[src/rtl/display_scan_controller.sv]
// display_scan_controller
// Refresh scheduler for a multiplexed seven-segment display. A programmable
// prescaler produces a one-cycle tick in the clk domain. A small FSM walks the
// digits with an all-anodes-off guard interval between slots. Each slot latches
// its digit's nibble, decimal point and blank bit on entry and drives the
// decoded active-low segment pattern until the slot ends.

module display_scan_controller #(
  parameter int DIV_WIDTH    = 18,
  parameter int NUM_DIGITS   = 8,
  parameter int GUARD_CYCLES = 4
) (
  input  logic                          clk,
  input  logic                          rst_n,
  input  logic                          div_load,
  input  logic [DIV_WIDTH-1:0]          div_value,
  input  logic                          enable,
  input  logic [4*NUM_DIGITS-1:0]       digits_in,
  input  logic [NUM_DIGITS-1:0]         dp_in,
  input  logic [NUM_DIGITS-1:0]         blank_mask,
  output logic [NUM_DIGITS-1:0]         an_n,
  output logic [6:0]                    seg_n,
  output logic                          dp_n,
  output logic                          tick,
  output logic [$clog2(NUM_DIGITS)-1:0] digit_idx
);

  localparam int IDX_W = $clog2(NUM_DIGITS);
  localparam int GW    = (GUARD_CYCLES > 1) ? $clog2(GUARD_CYCLES) : 1;

  typedef enum logic [1:0] {
    S_IDLE  = 2'd0,
    S_SHOW  = 2'd1,
    S_GUARD = 2'd2
  } state_t;

  // Hex nibble to active-low {g,f,e,d,c,b,a}.
  function automatic logic [6:0] seg_decode(input logic [3:0] v);
    logic [6:0] s;
    case (v)
      4'h0:    s = 7'h40;
      4'h1:    s = 7'h79;
      4'h2:    s = 7'h24;
      4'h3:    s = 7'h30;
      4'h4:    s = 7'h19;
      4'h5:    s = 7'h12;
      4'h6:    s = 7'h02;
      4'h7:    s = 7'h78;
      4'h8:    s = 7'h00;
      4'h9:    s = 7'h10;
      4'hA:    s = 7'h08;
      4'hB:    s = 7'h03;
      4'hC:    s = 7'h46;
      4'hD:    s = 7'h21;
      4'hE:    s = 7'h06;
      4'hF:    s = 7'h0E;
      default: s = 7'h7F;
    endcase
    return s;
  endfunction

  // Active-low anode pattern with only the selected digit pulled low.
  function automatic logic [NUM_DIGITS-1:0] an_onehot_n(input logic [IDX_W-1:0] idx);
    logic [NUM_DIGITS-1:0] one;
    one = {{(NUM_DIGITS-1){1'b0}}, 1'b1};
    return ~(one << idx);
  endfunction

  // Prescaler state
  logic [DIV_WIDTH-1:0] cnt_q, cnt_d;
  logic [DIV_WIDTH-1:0] div_q, div_d;
  logic                 tick_q, tick_d;

  // Scan FSM state and registered display outputs
  state_t               state_q;
  logic [GW-1:0]        guard_q;
  logic [IDX_W-1:0]     digit_idx_q;
  logic [NUM_DIGITS-1:0] an_n_q;
  logic [6:0]           seg_n_q;
  logic                 dp_n_q;

  logic                 adv_s;
  logic [IDX_W-1:0]     next_idx_s;
  logic [IDX_W-1:0]     sel_idx_s;
  logic [3:0]           nibble_s;
  logic [NUM_DIGITS-1:0] show_an_s;
  logic [6:0]           show_seg_s;
  logic                 show_dp_s;

  // Prescaler next state: load clears the count and suppresses the tick; the
  // tick register is set for the cycle in which the count sits at the terminal value.
  always_comb begin
    if (div_load) begin
      div_d = div_value;
      cnt_d = {DIV_WIDTH{1'b0}};
    end else begin
      div_d = div_q;
      if (cnt_q == div_q) begin
        cnt_d = {DIV_WIDTH{1'b0}};
      end else begin
        cnt_d = cnt_q + {{(DIV_WIDTH-1){1'b0}}, 1'b1};
      end
    end
    tick_d = ~div_load & (cnt_d == div_d);
  end

  // Prescaler registers; free-running regardless of enable.
  always_ff @(posedge clk) begin
    if (!rst_n) begin
      cnt_q  <= {DIV_WIDTH{1'b0}};
      div_q  <= {DIV_WIDTH{1'b1}};
      tick_q <= 1'b0;
    end else begin
      cnt_q  <= cnt_d;
      div_q  <= div_d;
      tick_q <= tick_d;
    end
  end

  // Slot-entry values: the digit about to be shown is the next one when leaving GUARD.
  always_comb begin
    adv_s = tick_q & ~div_load;
    if (digit_idx_q == IDX_W'(NUM_DIGITS-1)) begin
      next_idx_s = {IDX_W{1'b0}};
    end else begin
      next_idx_s = digit_idx_q + IDX_W'(1);
    end
    if (state_q == S_GUARD) begin
      sel_idx_s = next_idx_s;
    end else begin
      sel_idx_s = digit_idx_q;
    end
    nibble_s = digits_in[{sel_idx_s, 2'b00} +: 4];
    if (blank_mask[sel_idx_s]) begin
      show_an_s = {NUM_DIGITS{1'b1}};
    end else begin
      show_an_s = an_onehot_n(sel_idx_s);
    end
    show_seg_s = seg_decode(nibble_s);
    show_dp_s  = ~dp_in[sel_idx_s];
  end

  // Scan FSM; outputs are loaded on SHOW entry so mid-slot input changes stay hidden.
  always_ff @(posedge clk) begin
    if (!rst_n) begin
      state_q     <= S_IDLE;
      guard_q     <= {GW{1'b0}};
      digit_idx_q <= {IDX_W{1'b0}};
      an_n_q      <= {NUM_DIGITS{1'b1}};
      seg_n_q     <= 7'h7F;
      dp_n_q      <= 1'b1;
    end else begin
      case (state_q)
        S_IDLE: begin
          guard_q     <= {GW{1'b0}};
          digit_idx_q <= {IDX_W{1'b0}};
          if (enable && adv_s) begin
            state_q <= S_SHOW;
            an_n_q  <= show_an_s;
            seg_n_q <= show_seg_s;
            dp_n_q  <= show_dp_s;
          end else begin
            an_n_q  <= {NUM_DIGITS{1'b1}};
            seg_n_q <= 7'h7F;
            dp_n_q  <= 1'b1;
          end
        end
        S_SHOW: begin
          if (!enable) begin
            state_q     <= S_IDLE;
            guard_q     <= {GW{1'b0}};
            digit_idx_q <= {IDX_W{1'b0}};
            an_n_q      <= {NUM_DIGITS{1'b1}};
            seg_n_q     <= 7'h7F;
            dp_n_q      <= 1'b1;
          end else if (adv_s) begin
            state_q <= S_GUARD;
            guard_q <= {GW{1'b0}};
            an_n_q  <= {NUM_DIGITS{1'b1}};
          end
        end
        S_GUARD: begin
          if (!enable) begin
            state_q     <= S_IDLE;
            guard_q     <= {GW{1'b0}};
            digit_idx_q <= {IDX_W{1'b0}};
            an_n_q      <= {NUM_DIGITS{1'b1}};
            seg_n_q     <= 7'h7F;
            dp_n_q      <= 1'b1;
          end else if (guard_q == GW'(GUARD_CYCLES-1)) begin
            state_q     <= S_SHOW;
            guard_q     <= {GW{1'b0}};
            digit_idx_q <= next_idx_s;
            an_n_q      <= show_an_s;
            seg_n_q     <= show_seg_s;
            dp_n_q      <= show_dp_s;
          end else begin
            guard_q <= guard_q + GW'(1);
          end
        end
        default: begin
          state_q     <= S_IDLE;
          guard_q     <= {GW{1'b0}};
          digit_idx_q <= {IDX_W{1'b0}};
          an_n_q      <= {NUM_DIGITS{1'b1}};
          seg_n_q     <= 7'h7F;
          dp_n_q      <= 1'b1;
        end
      endcase
    end
  end

  assign an_n      = an_n_q;
  assign seg_n     = seg_n_q;
  assign dp_n      = dp_n_q;
  assign tick      = tick_q;
  assign digit_idx = digit_idx_q;

endmodule

[config.mk]
export PLATFORM = sky130hd
export DESIGN_NAME = display_scan_controller
export DESIGN_NICKNAME = d
export VERILOG_FILES = /design/src/rtl/display_scan_controller.sv
export SDC_FILE = /design/constraint.sdc
export NUM_CORES = 1
export LEC_CHECK = 0
export CAP_MARGIN = 25
export CORE_MARGIN = 3
export CORE_UTILIZATION = 35
export CTS_CLUSTER_SIZE = 12
export DETAILED_ROUTE_END_ITERATION = 7
export PLACE_DENSITY = 0.58
export SETUP_SLACK_MARGIN = 0.1
export SLEW_MARGIN = 20
export SYNTH_ARGS = -nofsm -noshare
export SYNTH_HDL_FRONTEND = slang
export SYNTH_SLANG_ARGS = --single-unit
[constraint.sdc]
create_clock -name clk -period 3.8 [get_ports clk]
set_input_delay 1.14 -clock clk [delete_from_list [all_inputs] [get_ports clk]]
set_output_delay 1.14 -clock clk [all_outputs]
set_load 0.03 [all_outputs]
Word level (Yosys, flattened, before mapping):

Memories as Yosys holds them, arrays and structs flattened.
Index checks and enable logic that the tools add are counted.

* $add $sub $neg: 3
* order comparisons: 1
* equality and inequality tests: 10
* shift-type cells: 2
* muxes and demuxes: 41
* bitwise gates (word level): 5
* reductions and logical operators: 5

Operators by type and width (number)
* $mux W18: 3
* $mux W8: 6
* $eq A18 B18 Y1: 2
* $shiftx A32 B6 Y4: 1
* $mux W7: 4
* $pmux W8 S3: 1
* $pmux W7 S3: 1
* $add A18 B1 Y18 const B: 1
* $mux W2: 9
* $mux W3: 5
* $not A8 Y8: 1
* $shl A1 B3 Y8 const A: 1
* $bmux W1 S3: 2
* $mux W1: 6
* $pmux W2 S3: 1
* $pmux W3 S2: 1
* $eq A2 B2 Y1 const B: 2
* $lt A3 B4 Y1 const B: 1
* $ne A2 B2 Y1 const B: 2
* $pmux W2 S2: 1
* $reduce_and A2 Y1: 2
* $add A3 B1 Y3 const B: 1
* $eq A3 B3 Y1 const B: 1
* $ne A3 B2 Y1 const B: 1
* 9 further kinds: 11

* flip-flop bits (word level): 60
* ROM bits: 112
* input port bits: 70
* output and inout port bits: 20
* logic and storage cells: 77
* memories kept: 1

Memory list
* (no name shown): words 16, width 7, rd ports 1, clocked after memory_dff 0, wr ports 0, RTL line 40 `case (v)`

Longest topological paths before layout:

* depth in word-level cells: 9
* depth in mapped cells: 13
* gate-level depth less buffers: 12

Least setup slack after synthesis:

No wires, ideal clock.

* path type: input to register
* start: in div_load
* end: reg tick_q, in the netlist tick
* setup time: 0.088 ns
* arrival: 3.113 ns
* data required time: 3.712 ns
* setup slack: 0.599 ns
* stages: 8
* path buffers: 2
* cell sequence: clkbuf_1 -> clkbuf_1 -> mux2i_1 -> nor2_1 -> nor4_1 -> nand4_1 -> or4b_1 -> nor4_2

* word-level cells in the longest chain between the ends: 3
* elaborated cells between the ends (all ways): 5
* those cells by class: eq/ne (1); mux (2); bitwise (2)

Ends and longest elaborated chain
* from (decl): RTL line 15 `input logic div_load,`
* $mux W18: RTL line 93 `if (div_load) begin`
* $eq A18 B18 Y1: RTL line 104 `tick_d = ~div_load & (cnt_d == div_d);`
* $and A1 B1 Y1 (*): RTL line 104
* to (signal assigned): RTL line 116 `tick_q <= tick_d;`
* to (decl): RTL line 72 `logic tick_q, tick_d;`

Every way passes the cells marked *; elsewhere a longest branch is shown, timed or not.
A chain may end at the register's enable or synchronous reset.

Worst setup path in the final report:

* start: reg digit_idx_q[0], in the netlist digit_idx[0]
* end: reg seg_n_q[5], in the netlist seg_n[5]

* word-level cells in the longest chain between the ends: 8
* elaborated cells between the ends (all ways): 10
* those cells by class: add/sub (1); eq/ne (1); shift (1); mux (6); memory (1)

Ends and longest elaborated chain
* from (decl): RTL line 77 `logic [IDX_W-1:0] digit_idx_q;`
* from (signal assigned): RTL line 148 `digit_idx_q <= {IDX_W{1'b0}};`
* from (signal assigned): RTL line 156 `digit_idx_q <= {IDX_W{1'b0}};`
* from (signal assigned): RTL line 172 `digit_idx_q <= {IDX_W{1'b0}};`
* $add A3 B1 Y3 / $eq A3 B3 Y1 (equally long branches): RTL line 126, 123
* $mux W3: RTL line 123 `if (digit_idx_q == IDX_W'(NUM_DIGITS-1)) begin`
* $mux W3 (*): RTL line 128 `if (state_q == S_GUARD) begin`
* $shiftx A32 B6 Y4 (*): RTL line 133 `nibble_s = digits_in[{sel_idx_s, 2'b00} +: 4];`
* $mem_v2 Z16 W7 (*)
* $mux W7: RTL line 190 `end else if (guard_q == GW'(GUARD_CYCLES-1)) begin`
* $mux W7: RTL line 183 `if (!enable) begin`
* $pmux W7 S3 (*): RTL line 153 `case (state_q)`
* to (signal assigned): RTL line 160 `seg_n_q <= show_seg_s;`
* to (signal assigned): RTL line 195 `seg_n_q <= show_seg_s;`
* to (decl): RTL line 79 `logic [6:0] seg_n_q;`

Every way passes the cells marked *; elsewhere a longest branch is shown, timed or not. The select of a mux whose other input is x is not followed.

==> metrics.txt <==
status=finished clean; Worst path top cell family by delay=compound AO/OA/AOI/OAI gates; clock skew=between 0.01 and 0.015 ns; CTS HTree Levels=3; cell row count=36; Max Cap Viol=0; leading area contributor after synthesis=dfxtp_1; HPWL Detailed=approximately 8900 µm; Post-Syn Area per Cell=8.74 µm²; Synth Net Count=slightly above 500; HP Class=reg -> reg; area occupied by registers=0.00120 mm²; RD Place Congestion=about 0.9; ys async rst share=0%; Clock Latency Late Sink=approximately 0.34 ns; CTS tree=yes; Slew @ Worst Pin=0.672 ns; Cells after Synth=~420; crit path DAT=between 3 and 4 ns; PostCTS Resize Cnt=0; Peak VDD IR=around 0.16 mV; Post-CTS Setup Bufs=0; CTS Buffer Depth=2; Final Util=between 40 and 50%; initial antenna violation count=0; Pwr Total=about 0.0015 W; largest net degree at the start of global routing=34; pwr dens=between 300 and 400 mW/mm²; Routed Wire Length=~11000 µm; Ports=90; synthesis-to-layout area growth=34.2%; count of final max-slew check failures=0; crit-path max FO=8; ANT cells=0; Port Buf Inserts=89; leakage=approximately 1.9 nW; Hold-fix buffers, CTS=0; DR WL/cell=between 15 and 20 µm; Worst path max stage delay=approximately 0.56 ns; top cells by area, synth=dfxtp_1, mux2i_1, xor2_1, nand2_1, nor2_1; Die Area=0.0119 mm²; Slowest cell on crit path=mux2i_2; worst path cell trace=ha_1 -> ha_1 -> nor2_1 -> mux2i_2 -> mux2i_1 -> nor2_1 -> o22ai_1 -> inv_1 -> ha_1 -> a31o_1 -> o32a_1; wire length of the first global-routing pass=18000 µm; Max transition margin=53.9%; YS warnings=0; Final Setup Violations=0; DP Cell Count=approximately 640; worst hold slack=between 0.4 and 0.5 ns; clock-pin slew on the worst setup and hold paths=about 0.07 ns; setup total negative slack=0 ns; initial DRC count=~210; multi-input logic area=0.00233 mm²; Chip Height=roughly 110 µm; Initial Util=between 30% and 40%; Via density=between 5 and 6; die width=109 µm; register area share after synthesis=between 30% and 40%; Worst Setup End Kind=register; crit path time final=about 3.2 ns; clk sinks=60; final hold violation count=0; first-pass detailed-route iteration total=4; synth cell count leaders=dfxtp_1, nand2_1, nor2_1, mux2i_1, xor2_1; Max Fclk=between 300 and 400 MHz; Yosys top cell area share=32.4%; share of layout cells above drive strength 1=under 10%; CTS Root Cell=clkbuf_8; top_reg_cell synth=dfxtp_1; Netlist Area Pre-Place=about 0.0037 mm²; total track usage=around a fifth; via count=3542; GRT overflow=0; non-filler cells, final=between 600 and 700; CTS buffer count=9; Yosys reg bits=60; Synth cell types=63; Final nets=around 600; Startpoint Class=register; vias in the first global route=3541; # DRC=0; Routed Antenna Nets=0; Worst Path Class, Setup=reg -> reg; crit-path most repeated cell=ha_1; crit path buf inv count=1; Final Cycle Share=a little under nine tenths; RSZ-0062 raised after global routing=no; WP data required=4.02 ns; most frequent cell after synthesis=dfxtp_1; total core area=approximately 0.01 mm²; EDFF count, synth=0; Filler cells=about 970
-- per-stage QoR --
stage	area, µm²	worst slack [ns]
finish	4970	0.559
global route	4970	0.332
CTS	4970	0.500
detailed placement	4750	0.330
global placement	4750	0.392
floorplan	3710	0.599
-- layout by cell type, fill, tap and decap left out, types with 10 or more instances in the layout --
cell type,count
nand4_1,12
xor2_1,22
o21ai_0,10
mux2i_1,29
nor4_1,14
o32a_1,11
nor2_1,41
a21oi_1,10
xnor2_1,13
inv_1,16
dfxtp_1,60
nand3_1,10
nand2_1,41
buf_4,11
clkbuf_8,11
ha_1,10
clkdlybuf4s50_1,89
-- worst register-to-register path, delay by kind of cell (launching register included) --
kind                       cells  cell delay, ns
AOI/OAI and AO/OA              3            0.91
muxes                          2            0.82
adders and majority gates      3            0.65
DFF                            1            0.48
buffers and inverters          1            0.16
and+or+nand+nor                2            0.11
-- cell type report --
| class | instances | share of cell area [%] |
|---|---|---|
| clock inverter | 3 | 1.38 |
| timing repair buffer | 101 | 20.0 |
| sequential | 60 | 24.1 |
| clock buffer | 13 | 3.19 |
| tap | 133 | 3.35 |
| inverter | 16 | 1.21 |
| multi-input combinational | 327 | 46.8 |
-- path summary, 6_finish.rpt --
path                                    from  cells past startpoint  slack (ns)  endpoint
worst max-delay path            digit_idx[0]                     11        0.56  seg_n[5]
worst min-delay path                 an_n[1]                      1        0.47   an_n[1]
worst max register to register  digit_idx[0]                     11        0.56  seg_n[5]
worst min register to register       an_n[1]                      1        0.47   an_n[1]
-- registers in the layout, indices dropped and copies added, names as in the netlist --
signal	cells
guard_q	2
digit_idx	3
tick	1
div_q	18
state_q	2
an_n	8
cnt_q	18
seg_n	7
dp_n	1
-- power by group --
group | total (W) | internal, W | switching, W
Clock | 0.000661 | 0.000407 | 0.000254
Sequential | 0.000656 | 0.000641 | 0.0000149
Combinational | 0.000195 | 0.000114 | 0.0000814
-- logic make-up after synthesis --
group,count (synthesis),share of synthesized area [%]
compound gates,80,16.8
xor+xnor,36,8.88
fa+ha+maj,10,3.38
buf+inv,37,4.83
flops,60,32.4
mux,37,10.9
simple gates,164,22.8
-- per-layer routing --
metal / routed length, µm / share of wire [%] / up-vias / track usage (%)
met5: 0 / 0 / - / 0
met4: 143 / 1.3 / 0 / 6.40
met3: 733 / 6.6 / 14 / 4.14
met2: 4830 / 44 / 114 / 29.0
met1: 5390 / 49 / 1673 / 27.6
li1: - / - / 1741 / -
(Power assumes the default switching activity.)
